[src/rtl/mat4x4x2_seq_ctrl_pkg.sv]
// Shared types and constants for the 4x4-by-4x2 sequenced matrix multiplier.
package mat_seq_pkg;

  typedef enum logic [1:0] {
    IDLE    = 2'd0,
    LOAD    = 2'd1,
    COMPUTE = 2'd2,
    DRAIN   = 2'd3
  } seqState_t;

  localparam int N_A   = 16;
  localparam int N_B   = 8;
  localparam int N_S   = 8;
  localparam int K_DIM = 4;

  // Derived sizes: operand words per job and MAC cycles per job.
  localparam int N_OPS = N_A + N_B;
  localparam int N_MAC = N_S * K_DIM;

  localparam logic [15:0] SAT_MAX = 16'h7fff;
  localparam logic [15:0] SAT_MIN = 16'h8000;

endpackage

[src/rtl/mat4x4x2_seq_ctrl_if.sv]
// Operand/result stream bundle; the controller is the slave side.
interface mat4x4x2_seq_ctrl_if #(
  parameter int DW = 16
);

  logic          in_valid;
  logic          in_ready;
  logic [DW-1:0] in_data;
  logic          out_valid;
  logic          out_ready;
  logic [DW-1:0] out_data;
  logic [2:0]    out_idx;
  logic          out_last;
  logic          busy;
  logic          done;

  modport master (
    output in_valid, in_data, out_ready,
    input  in_ready, out_valid, out_data, out_idx, out_last, busy, done
  );

  modport slave (
    input  in_valid, in_data, out_ready,
    output in_ready, out_valid, out_data, out_idx, out_last, busy, done
  );

endinterface

[src/rtl/mat4x4x2_seq_ctrl_q_mac.sv]
// Shared signed Q8.8 multiply-accumulate with floor shift and saturation.
// o_result always shows sat(floor((base + a*b) >>> FRAC)), where base is
// zero on a clear cycle and the running accumulator otherwise, so the
// controller can capture the finished dot product on the last term.
module q_mac
  import mat_seq_pkg::*;
#(
  parameter int DW    = 16,
  parameter int FRAC  = 8,
  parameter int ACC_W = 40
) (
  input  logic                 clk,
  input  logic                 rst,
  input  logic                 i_en,
  input  logic                 i_clear,
  input  logic signed [DW-1:0] i_a,
  input  logic signed [DW-1:0] i_b,
  output logic        [DW-1:0] o_result
);

  localparam logic signed [ACC_W-1:0] LIM_HI = {{(ACC_W-16){SAT_MAX[15]}}, SAT_MAX};
  localparam logic signed [ACC_W-1:0] LIM_LO = {{(ACC_W-16){SAT_MIN[15]}}, SAT_MIN};

  logic signed [2*DW-1:0]  w_prod;
  logic signed [ACC_W-1:0] w_base;
  logic signed [ACC_W-1:0] w_sum;
  logic signed [ACC_W-1:0] w_shifted;
  logic signed [ACC_W-1:0] r_acc;

  // Product, running sum, arithmetic shift and clamp to the Q8.8 range.
  always_comb begin
    w_prod    = i_a * i_b;
    w_base    = i_clear ? '0 : r_acc;
    w_sum     = w_base + {{(ACC_W-2*DW){w_prod[2*DW-1]}}, w_prod};
    w_shifted = w_sum >>> FRAC;
    if (w_shifted > LIM_HI) begin
      o_result = SAT_MAX;
    end else if (w_shifted < LIM_LO) begin
      o_result = SAT_MIN;
    end else begin
      o_result = w_shifted[DW-1:0];
    end
  end

  // Accumulator register, updated on every enabled MAC cycle.
  always_ff @(posedge clk) begin
    if (rst) begin
      r_acc <= '0;
    end else if (i_en) begin
      r_acc <= w_sum;
    end
  end

endmodule

[src/rtl/mat4x4x2_seq_ctrl.sv]
// Sequencing controller: loads A(4x4) and B(4x2), runs 32 MAC cycles on one
// shared q_mac, then streams S(4x2) out in row-major order.
module mat4x4x2_seq_ctrl
  import mat_seq_pkg::*;
#(
  parameter int DW    = 16,
  parameter int FRAC  = 8,
  parameter int ACC_W = 40
) (
  input  logic                clk,
  input  logic                rst,
  mat4x4x2_seq_ctrl_if.slave  io
);

  seqState_t r_state;
  seqState_t w_nextState;

  logic [4:0]    r_loadCnt;
  logic [4:0]    r_macCnt;
  logic [2:0]    r_idx;
  logic [DW-1:0] r_regFile [N_OPS];
  logic [DW-1:0] r_rbuf    [N_S];

  logic          w_inXfer;
  logic          w_outXfer;
  logic          w_loadLast;
  logic          w_macLast;
  logic          w_outLast;
  logic [2:0]    w_j;
  logic [1:0]    w_k;
  logic [4:0]    w_aIdx;
  logic [4:0]    w_bIdx;
  logic [DW-1:0] w_macResult;

  // Handshake qualifiers and operand addressing for the current MAC step;
  // A sits at 0..15 and B at 16..23 of the register file.
  always_comb begin
    w_inXfer   = (r_state == LOAD) && io.in_valid;
    w_outXfer  = (r_state == DRAIN) && io.out_ready;
    w_loadLast = (r_loadCnt == 5'(N_OPS - 1));
    w_macLast  = (r_macCnt == 5'(N_MAC - 1));
    w_outLast  = (r_idx == 3'(N_S - 1));
    w_j        = r_macCnt[4:2];
    w_k        = r_macCnt[1:0];
    w_aIdx     = {1'b0, w_j[2:1], w_k};
    w_bIdx     = {2'b10, w_k, w_j[0]};
  end

  // State register.
  always_ff @(posedge clk) begin
    if (rst) begin
      r_state <= IDLE;
    end else begin
      r_state <= w_nextState;
    end
  end

  // Next-state logic.
  always_comb begin
    w_nextState = r_state;
    case (r_state)
      IDLE:    w_nextState = LOAD;
      LOAD:    if (w_inXfer && w_loadLast) w_nextState = COMPUTE;
      COMPUTE: if (w_macLast) w_nextState = DRAIN;
      DRAIN:   if (w_outXfer && w_outLast) w_nextState = LOAD;
      default: w_nextState = IDLE;
    endcase
  end

  // Load, MAC and drain counters; each wraps to 0 at the end of its phase.
  always_ff @(posedge clk) begin
    if (rst) begin
      r_loadCnt <= '0;
      r_macCnt  <= '0;
      r_idx     <= '0;
    end else begin
      if (w_inXfer) begin
        r_loadCnt <= w_loadLast ? 5'd0 : r_loadCnt + 5'd1;
      end
      if (r_state == COMPUTE) begin
        r_macCnt <= r_macCnt + 5'd1;
      end
      if (w_outXfer) begin
        r_idx <= r_idx + 3'd1;
      end
    end
  end

  // Operand register file, written in arrival order.
  always_ff @(posedge clk) begin
    if (w_inXfer) begin
      r_regFile[r_loadCnt] <= io.in_data;
    end
  end

  // Capture each finished dot product on its last inner-loop term.
  always_ff @(posedge clk) begin
    if ((r_state == COMPUTE) && (w_k == 2'd3)) begin
      r_rbuf[w_j] <= w_macResult;
    end
  end

  q_mac #(
    .DW    (DW),
    .FRAC  (FRAC),
    .ACC_W (ACC_W)
  ) u_mac (
    .clk      (clk),
    .rst      (rst),
    .i_en     (r_state == COMPUTE),
    .i_clear  (w_k == 2'd0),
    .i_a      (r_regFile[w_aIdx]),
    .i_b      (r_regFile[w_bIdx]),
    .o_result (w_macResult)
  );

  // Stream outputs decoded from state so reset returns them to zero at once.
  always_comb begin
    io.in_ready  = (r_state == LOAD);
    io.out_valid = (r_state == DRAIN);
    io.out_data  = (r_state == DRAIN) ? r_rbuf[r_idx] : '0;
    io.out_idx   = r_idx;
    io.out_last  = (r_state == DRAIN) && w_outLast;
    io.busy      = (r_state == COMPUTE) || (r_state == DRAIN);
    io.done      = w_outXfer && w_outLast;
  end

endmodule

[src/flat_wrapper.sv]
// flat-port wrapper written by rule: the top's interface ports become plain ports
module mat4x4x2_seq_ctrl_flat import mat_seq_pkg::*;
#(
  parameter int DW    = 16,
  parameter int FRAC  = 8,
  parameter int ACC_W = 40
)
  (clk, rst, io_in_valid, io_in_data, io_out_ready, io_in_ready, io_out_valid, io_out_data, io_out_idx, io_out_last, io_busy, io_done);
  mat4x4x2_seq_ctrl_if #(.DW(DW)) io_i ();
  input  logic clk;
  input  logic rst;
  input wire logic [$bits(io_i.in_valid)-1:0] io_in_valid;
  input wire logic [$bits(io_i.in_data)-1:0] io_in_data;
  input wire logic [$bits(io_i.out_ready)-1:0] io_out_ready;
  output wire logic [$bits(io_i.in_ready)-1:0] io_in_ready;
  output wire logic [$bits(io_i.out_valid)-1:0] io_out_valid;
  output wire logic [$bits(io_i.out_data)-1:0] io_out_data;
  output wire logic [$bits(io_i.out_idx)-1:0] io_out_idx;
  output wire logic [$bits(io_i.out_last)-1:0] io_out_last;
  output wire logic [$bits(io_i.busy)-1:0] io_busy;
  output wire logic [$bits(io_i.done)-1:0] io_done;
  assign io_i.in_valid = io_in_valid;
  assign io_i.in_data = io_in_data;
  assign io_i.out_ready = io_out_ready;
  assign io_in_ready = io_i.in_ready;
  assign io_out_valid = io_i.out_valid;
  assign io_out_data = io_i.out_data;
  assign io_out_idx = io_i.out_idx;
  assign io_out_last = io_i.out_last;
  assign io_busy = io_i.busy;
  assign io_done = io_i.done;
  mat4x4x2_seq_ctrl #(.DW(DW), .FRAC(FRAC), .ACC_W(ACC_W)) u_core (.clk(clk), .rst(rst), .io(io_i));
endmodule
[config.mk]
export PLATFORM = sky130hd
export DESIGN_NAME = mat4x4x2_seq_ctrl_flat
export DESIGN_NICKNAME = d
export VERILOG_FILES = /design/src/rtl/mat4x4x2_seq_ctrl_pkg.sv /design/src/rtl/mat4x4x2_seq_ctrl_if.sv /design/src/rtl/mat4x4x2_seq_ctrl_q_mac.sv /design/src/rtl/mat4x4x2_seq_ctrl.sv /design/src/flat_wrapper.sv
export SDC_FILE = /design/constraint.sdc
export NUM_CORES = 1
export LEC_CHECK = 0
export CAP_MARGIN = 40
export CORE_AREA = 3 3 248 250
export DETAILED_ROUTE_END_ITERATION = 10
export DIE_AREA = 0 0 251 253
export MAX_ROUTING_LAYER = met4
export PLACE_DENSITY = 0.78
export SLEW_MARGIN = 20
export SYNTH_ARGS = -nofsm -noshare
export SYNTH_HDL_FRONTEND = slang
export SYNTH_SLANG_ARGS = --single-unit
[constraint.sdc]
create_clock -name clk -period 11.8 [get_ports clk]
set_clock_uncertainty 0.1 [all_clocks]
set_input_delay 2.36 -clock clk [delete_from_list [all_inputs] [get_ports clk]]
set_output_delay 2.36 -clock clk [all_outputs]
set_load 0.05 [all_outputs]
==> results of run 1 <==
-- synthesized netlist by cell type (10+ instances only) --
cell type	instances	area, um2
o21ai_0	30	150.1
nor2b_1	100	625.6
inv_1	326	1224
o211ai_1	10	75.07
edfxtp_1	512	15370
ha_1	134	1677
xnor2_1	54	473.0
mux4_2	137	3085
nor3_1	16	80.08
o21bai_1	12	90.09
a21o_1	27	202.7
dfxtp_1	63	1261
a21oi_1	71	355.3
buf_1	16	60.06
or2_2	15	93.84
nand3_1	23	115.1
o21a_1	14	105.1
and2_1	27	168.9
fa_1	263	5265
mux2_2	18	202.7
clkbuf_1	68	255.2
nand2b_1	27	168.9
nor2_1	180	675.7
nand4_1	18	112.6
nand2_1	154	578.1
o21ai_1	20	100.1
xor2_1	22	192.7
mux2i_1	67	670.6
-- area by class of cell --
class                      instances  area [um2]  area share (%)
sequential                       575       16650           43.49
multi-input combinational       1542       16260           42.47
clock buffer                      73        1475           3.853
timing repair buffer             142        1345           3.513
inverter                         328        1231           3.216
tap                              773       967.2           2.526
clock inverter                    28       359.1          0.9380
-- cell families after synthesis --
group | share of synthesized area (%)
AOI/OAI and AO/OA | 4.868
and+or+nand+nor | 8.367
muxes | 11.49
adders and majority gates | 20.14
xor gates and xnor gates | 2.000
DFF | 48.27
buffers and inverters | 4.872
-- sequential cells by signal (all words and copies together) (netlist names), named ones only --
register	count
u_core.io.out_idx	3
u_core.r_loadCnt	5
u_core.r_macCnt	5
u_core.r_rbuf	128
u_core.r_regFile	384
u_core.r_state	2
u_core.u_mac.r_acc	40
-- per-layer routing --
layer | GRT usage [%] | up-vias | wire length (um)
met1 | 33.07 | 10580 | 31690
li1 | - | 9105 | -
met3 | 3.143 | 198 | 4594
met5 | - | - | 0
met4 | 10.61 | 0 | 3595
met2 | 46.69 | 813 | 42650
-- worst max-delay path, delay by kind of cell, from the launching register on --
family	cells	cell delay, ns
adder cells (fa/ha/maj)	8	4.00
AND/OR/NAND/NOR	8	2.08
AO/OA/AOI/OAI	10	2.06
buffers and inverters	8	1.24
multiplexers	2	0.81
flip-flops	1	0.45
XOR/XNOR	1	0.17
-- through the flow --
step	TNS (ns)	instances	hold WS, ns	setup slack (ns)	util, %
finish	0	3461	0.3916	0.4898	64.62
global route	-0.3208	3461	0.4202	-0.02333	64.62
CTS	0	3444	0.3923	0.2915	64.08
detailed placement	0	3343	0.3764	0.4100	60.99
global placement	0	3342	0.3641	0.5768	60.96
floorplan	0	2545	0.3508	0.4802	-
-- worst min path at each step --
stage                                 from                      to  depth (start not counted)
finish              u_core.u_mac.r_acc[34]  u_core.u_mac.r_acc[34]                          2
CTS                 u_core.u_mac.r_acc[24]  u_core.u_mac.r_acc[24]                          2
global placement    u_core.u_mac.r_acc[20]  u_core.u_mac.r_acc[20]                          2
global route        u_core.u_mac.r_acc[34]  u_core.u_mac.r_acc[34]                          2
floorplan           u_core.u_mac.r_acc[20]  u_core.u_mac.r_acc[20]                          2
detailed placement   u_core.u_mac.r_acc[7]   u_core.u_mac.r_acc[7]                          2
-- what timing repair did --
action / CTS / global route
resized for setup: 0 / 26
setup endpoints to repair: 0 / 120
setup buffers: 0 / 6
==> results.tsv, run 1 <==
stage	metric	value	unit
status	outcome	finished, final reports clean	
clock_tree	postCtsHoldBufs	0	
sta	slew-limit-headroom	42.32	%
sta	maxSlewViolCount	0	
die	row_count	89	
critical_path	worstRegToRegCells	37	
drt	vias_per_cell	5.978	
critical_path	slowest_delay	0.65	ns
logic_synthesis	ys_types	79	
sta	worst_slew_pin_slew	0.8652	ns
placement	io_buffers	43	
clock_tree	cts-root-buf	clkbuf_16	
placement	place_area	36130	um2
sta	final_hold_viol_count	0	
critical_path	end_kind	register	
clock_tree	clock-sinks	575	
critical_path	worst_path_max_delay_cell	fa_1	
finish	syn2layout_area_growth	11.08	%
critical_path	path_class	reg -> reg	
sta	rsz0062_at_grt	yes	
global_route	gr-usage-all-layers	27.07	%
finish	layout_common_cells	edfxtp_1, inv_1, fa_1	
finish	drive_gt1_share	14.77	%
global_route	grt_pass1_wl	127400	um
logic_synthesis	syn_inst	2545	
clock_tree	cts_tree	done	
critical_path	cp_max_fo	20	
die	fp.dieArea	63500	um2
drt	drc	0	
logic_synthesis	synth.avg_cell_area	13.54	um2
clock_tree	cts_max_level	2	
finish	antenna_cells	0	
logic_synthesis	ys_seq_area_share	48.27	%
finish	fin_nets	3062	
clock_tree	cts_max_path_buffers	3	
drt	routed-via-count	20690	
drt	ant_nets	0	
global_route	overflow	0	
global_route	grt_max_degree	58	
logic_synthesis	ys_ff_latch	575	
logic_synthesis	synth_edf_count	512	
clock_tree	clkLatencyLatePin	0.63	ns
placement	gp_congestion	0.9100	
logic_synthesis	yosysWarnings	0	
critical_path	crit_end	u_core.r_rbuf[6][12]	
sta	min_period_over_period	95.85	%
drt	drt_wl_total	82520	um
sta	finalSetupViolCount	0	
die	die_h	253	um
drt	drt_iter0_drc	1593	
sta	fmax	88.42	MHz
die	core	59240	um2
placement	dp_hpwl	56740	um
drt	wl_per_cell	23.84	um
logic_synthesis	syn_area	34470	um2
finish	n_fill_cell	4211	
critical_path	crit_arrival	11.46	ns
logic_synthesis	ys.flop_type	edfxtp_1	
clock_tree	cts_made_buffers	56	
critical_path	cp-start-kind	register	
min_path	hp-class	reg -> reg	
finish	final_common_cell	edfxtp_1	
die	start_util	58.18	%
drt	drtPass1Iterations	5	
sta	period_minus_slack	11.31	ns
logic_synthesis	ys_async_sr_fraction	0	%
flow_run	maxCapViolCount	0	
finish	design_area	38280	um2
critical_path	r2r-end	u_core.r_rbuf[6][12]	
global_route	first_global_vias	22080	
clock_tree	cts.clk_slew.worst_paths	0.07	ns
critical_path	rrSetupSlack	0.49	ns
logic_synthesis	synth_nets	2962	
die	ioPinCount	44	
critical_path	crit_required	11.95	ns
critical_path	path_common_cell	fa_1	
die	die_w	251	um
global_route	antenna_found_initial	0	
Power of run 1 is not shown: default switching activity piles up to over one toggle a cycle in this logic, so the estimate is an artifact.
==> inputs of run 2 (changes only) <==
--- a/config.mk
+++ b/config.mk
@@ -7,6 +7,7 @@
 export LEC_CHECK = 0
 export CAP_MARGIN = 40
 export CORE_AREA = 3 3 248 250
+export CTS_CLUSTER_SIZE = 40
 export DETAILED_ROUTE_END_ITERATION = 10
 export DIE_AREA = 0 0 251 253
 export MAX_ROUTING_LAYER = met4
==> constraint.sdc (replaced) <==
create_clock -name clk -period 11.8 [get_ports clk]
set_clock_uncertainty 0.1 [all_clocks]
set_input_delay 2.36 -clock clk [delete_from_list [all_inputs] [get_ports clk]]
set_output_delay 2.36 -clock clk [all_outputs]
set_load 0.01 [all_outputs]
==> results of run 2 <==
No change in the layout: final DEF, timing and power equal those of run 1.
Power of run 2 is left out for the same reason.
